**src/rtl/cmp_pair_feeder.sv**
```systemverilog
// Streaming wrapper around a combinational pair comparator: operand FIFO, registered
// comparator drive, captured result handshake and hit counter. Optional res_eq: CMP_FEEDER_EQ_FLAG_EN.
module cmp_pair_feeder #(
    parameter int W     = 4,
    parameter int DEPTH = 4,
    parameter int AW    = 2
) (
    input  logic         clk,
    input  logic         reset_n,
    input  logic         in_valid,
    output logic         in_ready,
    input  logic [W-1:0] in_a,
    input  logic [W-1:0] in_b,
    output logic [W-1:0] cmp_a,
    output logic [W-1:0] cmp_b,
    input  logic         cmp_out,
    output logic         res_valid,
    input  logic         res_ready,
    output logic         res_out,
    output logic [W-1:0] res_a,
    output logic [W-1:0] res_b,
`ifdef CMP_FEEDER_EQ_FLAG_EN
    output logic         res_eq,
`endif
    output logic [7:0]   hit_cnt
);

    typedef enum logic [1:0] {IDLE, PRESENT, RESULT} state_t;

    localparam logic [AW:0] FULL = (AW+1)'(DEPTH);

    state_t        state;
    logic [W-1:0]  mem_a [DEPTH];
    logic [W-1:0]  mem_b [DEPTH];
    logic [AW-1:0] wr_ptr;
    logic [AW-1:0] rd_ptr;
    logic [AW:0]   count;
    logic          push;
    logic          pop;

    assign in_ready = (count != FULL);
    assign push     = in_valid & in_ready;
    // Pop decision uses the registered count, so a push into an empty FIFO waits one edge.
    assign pop      = (count != '0) &&
                      ((state == IDLE) || ((state == RESULT) && res_ready));

    always_ff @(posedge clk) begin
        if (push) begin
            mem_a[wr_ptr] <= in_a;
            mem_b[wr_ptr] <= in_b;
        end
    end

    always_ff @(posedge clk or negedge reset_n) begin
        if (!reset_n) begin
            wr_ptr <= '0;
            rd_ptr <= '0;
            count  <= '0;
        end else begin
            if (push) wr_ptr <= wr_ptr + 1'b1;
            if (pop)  rd_ptr <= rd_ptr + 1'b1;
            case ({push, pop})
                2'b10:   count <= count + 1'b1;
                2'b01:   count <= count - 1'b1;
                default: count <= count;
            endcase
        end
    end

    always_ff @(posedge clk or negedge reset_n) begin
        if (!reset_n) begin
            state     <= IDLE;
            cmp_a     <= '0;
            cmp_b     <= '0;
            res_valid <= 1'b0;
            res_out   <= 1'b0;
            res_a     <= '0;
            res_b     <= '0;
            hit_cnt   <= '0;
`ifdef CMP_FEEDER_EQ_FLAG_EN
            res_eq    <= 1'b0;
`endif
        end else begin
            case (state)
                IDLE: begin
                    if (pop) begin
                        cmp_a <= mem_a[rd_ptr];
                        cmp_b <= mem_b[rd_ptr];
                        state <= PRESENT;
                    end
                end
                PRESENT: begin
                    res_out   <= cmp_out;
                    res_a     <= cmp_a;
                    res_b     <= cmp_b;
                    res_valid <= 1'b1;
`ifdef CMP_FEEDER_EQ_FLAG_EN
                    res_eq    <= (cmp_a == cmp_b);
`endif
                    state     <= RESULT;
                end
                RESULT: begin
                    if (res_ready) begin
                        if (res_out && (hit_cnt != 8'hFF)) hit_cnt <= hit_cnt + 8'd1;
                        res_valid <= 1'b0;
                        if (pop) begin
                            cmp_a <= mem_a[rd_ptr];
                            cmp_b <= mem_b[rd_ptr];
                            state <= PRESENT;
                        end else begin
                            state <= IDLE;
                        end
                    end
                end
                default: state <= IDLE;
            endcase
        end
    end

endmodule

```
**config.mk**
```make
export PLATFORM = sky130hd
export DESIGN_NAME = cmp_pair_feeder
export DESIGN_NICKNAME = d
export VERILOG_FILES = /design/src/rtl/cmp_pair_feeder.sv
export SDC_FILE = /design/constraint.sdc
export NUM_CORES = 1
export LEC_CHECK = 0
export CAP_MARGIN = 20
export CELL_PAD_IN_SITES_DETAIL_PLACEMENT = 1
export CELL_PAD_IN_SITES_GLOBAL_PLACEMENT = 1
export CORE_MARGIN = 4
export CORE_UTILIZATION = 45
export CTS_CLUSTER_DIAMETER = 100
export DETAILED_ROUTE_END_ITERATION = 10
export PLACE_DENSITY_LB_ADDON = 0.1
export SYNTH_ARGS = -nofsm -noshare
export SYNTH_HDL_FRONTEND = slang
export SYNTH_SLANG_ARGS = --single-unit
export TNS_END_PERCENT = 5
```
**constraint.sdc**
```tcl
create_clock -name clk -period 2.29 [get_ports clk]
set_clock_uncertainty 0.05 [all_clocks]
set_input_delay 0.687 -clock clk [delete_from_list [all_inputs] [get_ports clk]]
set_output_delay 0.687 -clock clk [all_outputs]
set_load 0.01 [all_outputs]
```
==> results.py, run 1 <==
metrics = {
    "die": {
        "dieWidth_um": 86.4,
        "core.rowCount": 28,
        "start_util_pct": 46.5,
        "coreArea_um2": 5960,
        "fp.dieH_um": 86.4,
        "dieArea_um2": 7470,
        "ios": 40,
    },
    "clock_tree": {
        "cts_buffer_depth": 2,
        "htreeDepth": 3,
        "cts_buffers": 9,
        "cts_setup_buffers": 0,
        "tritoncts": "done",
        "clkLatencyLatePin_ps": 340,
        "clkSlewWorstSetupHoldPaths_ps": 70,
        "clock-sinks": 67,
        "cts_root_buf": "clkbuf_8",
    },
    "sta": {
        "finalSetupViolCount": 0,
        "slew_headroom_pct": 60.5,
        "fin_crit_ps": 2170,
        "worstMarginPinSlew_ps": 593,
        "finalMaxSlewViolations": 0,
        "min_period_over_period_pct": 94.9,
        "fin_ws_ps": 118,
        "grt_setup_unrepaired": "no",
        "hold_viol_final": 0,
        "fmax_mhz": 460,
    },
    "critical_path": {
        "r2r-start": "count[1]",
        "reg2reg_slack_ps": 260,
        "r2r-end": "count[1]",
        "crit_slowest_cell": "clkdlybuf4s50_1",
        "worstSetupPathType": "input pin to flop",
        "worst_setup_path_end_kind": "flop",
        "cp-start-kind": "input pin",
        "arrival_ps": 2370,
        "crit_path_cell_trace": "clkdlybuf4s50_1, and2_1, inv_1, ha_2, fa_1, xnor2_1, nor2_1, xor2_1",
        "reg2regPathDepth": 7,
        "slowest_delay_ps": 470,
        "cp.required_ps": 2490,
        "path_max_fanout": 2,
    },
    "global_routing": {
        "antenna_found_initial": 0,
        "grt_pass1_wl_um": 8800,
        "grt_max_degree": 36,
        "grtUsageMet1_pct": 19.1,
        "grt_util_all_layers_pct": 15.9,
        "grt_pass1_vias": 1700,
        "grt_overflow": 0,
        "gr-max-usage-layer": "met2",
        "met3_usage_pct": 3.14,
        "use_met2_pct": 26.8,
    },
    "drt": {
        "dr.pass1.iters": 4,
        "drtIter0Drc": 68,
        "wl_per_cell_um": 18.4,
        "finalWirelength_um": 5330,
        "via_per_inst": 5.25,
        "post-route-drc-count": 0,
        "num_vias": 1522,
        "ant_nets": 0,
    },
    "placed_design": {
        "port_buffers": 39,
        "pre_cts_slack_ps": -415,
        "gp_congestion": 0.686,
        "dpl.hpwl_um": 3700,
    },
    "logic_synthesis": {
        "syn_inst": 158,
        "synth_area_leader_cell": "edfxtp_1",
        "synth_top_area_share_pct": 34.7,
        "ys_types": 31,
        "async_flop_share_pct": 52.2,
        "yosysSeqAreaShare_pct": 66.3,
        "synth_area_leaders": "edfxtp_1 35%, dfrtp_1 32%, mux4_2 6.5%, mux2_2 5.7%, mux2_4 3.8%",
        "ys_ff_latch": 67,
        "synth-main-ff-cell": "dfrtp_1",
        "syn_avg_cell_area_um2": 17.5,
        "synth_warnings": 0,
        "synth_edf_count": 32,
        "syn_area_um2": 2770,
        "syn_nets": 178,
    },
    "outcome": {
        "status": "completed",
    },
    "finish": {
        "drive_gt1_share_pct": 27.0,
        "area_growth_pct": 26.4,
        "antenna_cells": 0,
        "fin_util_pct": 58.8,
        "ff_latch_area_um2": 1840,
        "fillers": 536,
        "multi_input_area_um2": 892,
        "nets": 230,
    },
    "flow_run": {
        "drv_cap": 0,
    },
    "power_and_ir_drop": {
        "finalPower_w": 0.00500,
        "powerDensity_nw_per_um2": 1430,
        "ir_worst_vdd_uv": 703,
        "cellLeakagePower_nw": 1.38,
    },
    "hold_path": {
        "hp-start": "res_a[2]",
        "whs_path_depth": 1,
        "holdPathEnd": "res_a[2]",
        "hold_class": "flop to flop",
    },
}
## cells by family after synthesis
logic type	share of synthesized area, %
AOI/OAI and AO/OA	1.81
xor gates and xnor gates	3.48
adders and majority gates	3.43
buffers and inverters	1.63
DFF	66.3
muxes	16.0
and+or+nand+nor	7.32
## cells in the mapped netlist (2+ instances only)
| master | number |
|---|---|
| mux2_2 | 14 |
| xnor2_1 | 8 |
| dfrtp_1 | 35 |
| ha_1 | 6 |
| nand2_1 | 7 |
| nand4_1 | 2 |
| edfxtp_1 | 32 |
| mux4_2 | 8 |
| xor2_1 | 3 |
| nor2_1 | 7 |
| buf_6 | 2 |
| a21oi_1 | 2 |
| inv_1 | 5 |
| and3_1 | 4 |
| mux2_4 | 7 |
## layout by cell type, fill, tap and decap left out, types with 3 or more instances in the layout
cell              n
inv_1             5
nand2_1           6
dfrtp_1          34
buf_4             5
ha_1              5
mux4_2            8
clkdlybuf4s50_1  37
xnor2_1           8
mux2_2           14
mux2_4            7
bufinv_16         3
xor2_1            3
edfxtp_1         32
clkbuf_8          9
and3_1            4
nor2_1            7
## routing by layer
metal	wire length (um)	vias up
met5	0	-
met4	110	0
met3	220	11
met2	2730	38
met1	2270	786
li1	-	687
## worst max path at each step
| stage | from | to | slack [ps] | cells after the start |
|---|---|---|---|---|
| after floorplan | res_ready | count[2] | 80 | 8 |
| after CTS | in_valid | count[2] | 130 | 8 |
| after global placement | res_ready | count[1] | -320 | 6 |
| after global routing | in_valid | count[2] | 70 | 8 |
| final | in_valid | count[2] | 120 | 8 |
| after detailed placement | res_ready | count[2] | -410 | 8 |
## power breakdown
part           total [W]  internal [W]  switching, W
sequential       0.00207       0.00169      0.000385
combinational    0.00179       0.00109      0.000707
clock            0.00114      0.000716      0.000423
## stage by stage
step	hold WS (ps)	cell area, um^2	setup TNS, ps	cells
6_report	463	3500	0	290
5_1_grt	487	3500	0	290
4_1_cts	471	3500	0	290
3_5_place_dp	454	3260	-1330	274
3_3_place_gp	439	3260	-828	274
2_1_floorplan	341	2770	0	158
## cell type report
type | count | share of cell area, %
tap | 75 | 2.68
inverter | 5 | 0.536
timing repair buffer | 44 | 12.2
clock buffer | 10 | 3.65
sequential | 67 | 52.5
clock inverter | 6 | 2.97
multi-input combinational | 83 | 25.5
## flip-flops by register name (all words and copies together), names as in the netlist, 3 cells and up
signal   count
res_b        4
cmp_a        4
count        3
res_a        4
mem_b       16
cmp_b        4
mem_a       16
hit_cnt      8
## worst max-delay path, delay by kind of cell
family                   cells  cell delay (ps)
adder cells (fa/ha/maj)      2              570
buffers and inverters        2              530
XOR/XNOR                     2              330
AND/OR/NAND/NOR              2              250
## what timing repair did
item	in CTS	in global routing
gates resized for setup	5	0
hold buffers	0	0
setup endpoints to repair	3	0
Note: power is estimated with default switching activity, not from simulation.
==> inputs of run 2 (changes only) <==
--- a/config.mk
+++ b/config.mk
@@ -12,7 +12,9 @@
 export CORE_UTILIZATION = 45
 export CTS_CLUSTER_DIAMETER = 100
 export DETAILED_ROUTE_END_ITERATION = 10
-export PLACE_DENSITY_LB_ADDON = 0.1
+export PLACE_DENSITY = 0.84
+export REMOVE_ABC_BUFFERS = 1
+export SKIP_LAST_GASP = 1
 export SYNTH_ARGS = -nofsm -noshare
 export SYNTH_HDL_FRONTEND = slang
 export SYNTH_SLANG_ARGS = --single-unit
==> results.py, run 2 (same netlist as run 1, synthesis figures left out) <==
metrics = {
    "outcome": {
        "status": "completed",
    },
    "die": {
        "fp.dieH_um": 86.4,
        "core.rowCount": 28,
        "dieWidth_um": 86.4,
        "coreArea_um2": 5960,
        "start_util_pct": 46.5,
        "dieArea_um2": 7470,
        "ios": 40,
    },
    "sta": {
        "finalMaxSlewViolations": 0,
        "grt_setup_unrepaired": "no",
        "worstMarginPinSlew_ps": 544,
        "fin_crit_ps": 2230,
        "fmax_mhz": 449,
        "finalSetupViolCount": 0,
        "slew_headroom_pct": 63.7,
        "min_period_over_period_pct": 97.2,
        "hold_viol_final": 0,
        "setup_tns_ps": 0,
    },
    "finish": {
        "fillers": 571,
        "mostFrequentLayoutCells": "38 x clkdlybuf4s50_1, 34 x dfrtp_1, 32 x edfxtp_1, 14 x mux2_2, 10 x clkbuf_8",
        "antenna_cells": 0,
        "drive_gt1_share_pct": 27.9,
        "layout_commonest_cell": "clkdlybuf4s50_1",
        "multi_input_area_um2": 890,
        "fin_util_pct": 58.6,
        "nets": 234,
        "top_regs": "mem_a: 16 flops, mem_b: 16 flops, hit_cnt: 8 flops",
        "ff_latch_area_um2": 1840,
        "instances_no_fill": 294,
        "area_growth_pct": 26.1,
    },
    "placed_design": {
        "dp_cells": 277,
        "gp_congestion": 0.735,
        "port_buffers": 39,
        "dpl.hpwl_um": 3970,
    },
    "critical_path": {
        "worst_setup_path_end_kind": "flop",
        "path_max_fanout": 2,
        "reg2regPathDepth": 8,
        "r2r-start": "count[1]",
        "r2r-end": "count[2]",
        "cp.required_ps": 2460,
        "slowest_delay_ps": 470,
        "crit_slowest_cell": "clkdlybuf4s50_1",
        "cp-start-kind": "input pin",
        "reg2reg_slack_ps": 260,
        "arrival_ps": 2400,
        "crit_start": "res_ready",
        "worstSetupPathType": "input pin to flop",
        "crit_path_cell_trace": "clkdlybuf4s50_1, and2b_4, nor3_4, ha_1, fa_2, mux2_2",
    },
    "hold_path": {
        "hold_class": "flop to flop",
        "hp-start": "res_b[3]",
        "whs_path_depth": 1,
        "holdPathEnd": "res_b[3]",
    },
    "power_and_ir_drop": {
        "cellLeakagePower_nw": 1.37,
        "ir_worst_vdd_uv": 714,
        "powerDensity_nw_per_um2": 1390,
        "finalPower_w": 0.00486,
    },
    "drt": {
        "ant_nets": 0,
        "wl_per_cell_um": 18.6,
        "num_vias": 1514,
        "drtIter0Drc": 65,
        "via_per_inst": 5.15,
        "dr.pass1.iters": 4,
        "finalWirelength_um": 5480,
        "post-route-drc-count": 0,
    },
    "global_routing": {
        "grt_pass1_wl_um": 9280,
        "grt_max_degree": 36,
        "antenna_found_initial": 0,
        "grt_pass1_vias": 1751,
        "grt_overflow": 0,
        "grt_util_all_layers_pct": 16.8,
    },
    "clock_tree": {
        "clock-sinks": 67,
        "clkLatencyLatePin_ps": 340,
        "cts_root_buf": "clkbuf_8",
        "clkSlewWorstSetupHoldPaths_ps": 70,
        "cts_buffers": 9,
        "tritoncts": "done",
        "cts.hold.buffers_added": 0,
        "htreeDepth": 3,
        "cts_buffer_depth": 2,
    },
    "flow_run": {
        "drv_cap": 0,
    },
}
run 2: cell count changes in the layout (fill, tap and decap cells not counted):
cell             change
clkinv_2             -1
buf_4                +4
nand2_1              +1
fa_2                 +1
dlygate4sd2_1        -1
clkbuf_8             +1
clkinvlp_4           +2
ha_2                 -1
nand2_2              -1
fa_1                 -1
clkdlybuf4s50_1      +1
bufinv_16            -2
ha_1                 +1
run 2: worst max-delay path: cells and delay by family:
kind	cells	cell delay, ps
fa+ha+maj	2	640
buf+inv	1	470
mux	1	270
simple gates	2	320
run 2: cell type report:
type	instances	area share, %
clock buffer	11	4.05
multi-input combinational	83	25.5
tap	75	2.69
clock inverter	5	1.54
sequential	67	52.6
timing repair buffer	48	13.1
inverter	5	0.537
run 2: worst max-delay path by stage:
stage / cells after the start / to
3_5_place_dp: 6 / count[1]
2_1_floorplan: 5 / count[1]
6_report: 6 / count[1]
4_1_cts: 8 / count[2]
3_3_place_gp: 6 / count[1]
5_1_grt: 6 / count[1]
run 2: stage by stage:
stage	area, um^2	hold slack [ps]	setup WS, ps
after floorplan	2740	341	-125
after global placement	3290	439	-239
after detailed placement	3290	450	-296
after CTS	3490	466	70.1
after global routing	3490	483	1.53
final	3490	464	63.1
run 2: report_power, final:
part           switching [W]  internal [W]
sequential          0.000369       0.00168
clock               0.000442      0.000527
combinational       0.000722       0.00111
total                0.00153       0.00332
run 2: layer usage:
| metal | GRT usage (%) | part of all wire (%) |
|---|---|---|
| met2 | 29.2 | 53 |
| met5 | 0 | 0 |
| met4 | 7.79 | 2.1 |
| met3 | 3.71 | 3.5 |
| met1 | 19.7 | 41 |
run 2: timing repair:
item                       in CTS  in global routing
setup buffers                   1                  0
pin swaps                       0                  1
gates resized for setup         2                  1
setup endpoints to repair       1                  1
cloned                          0                  0
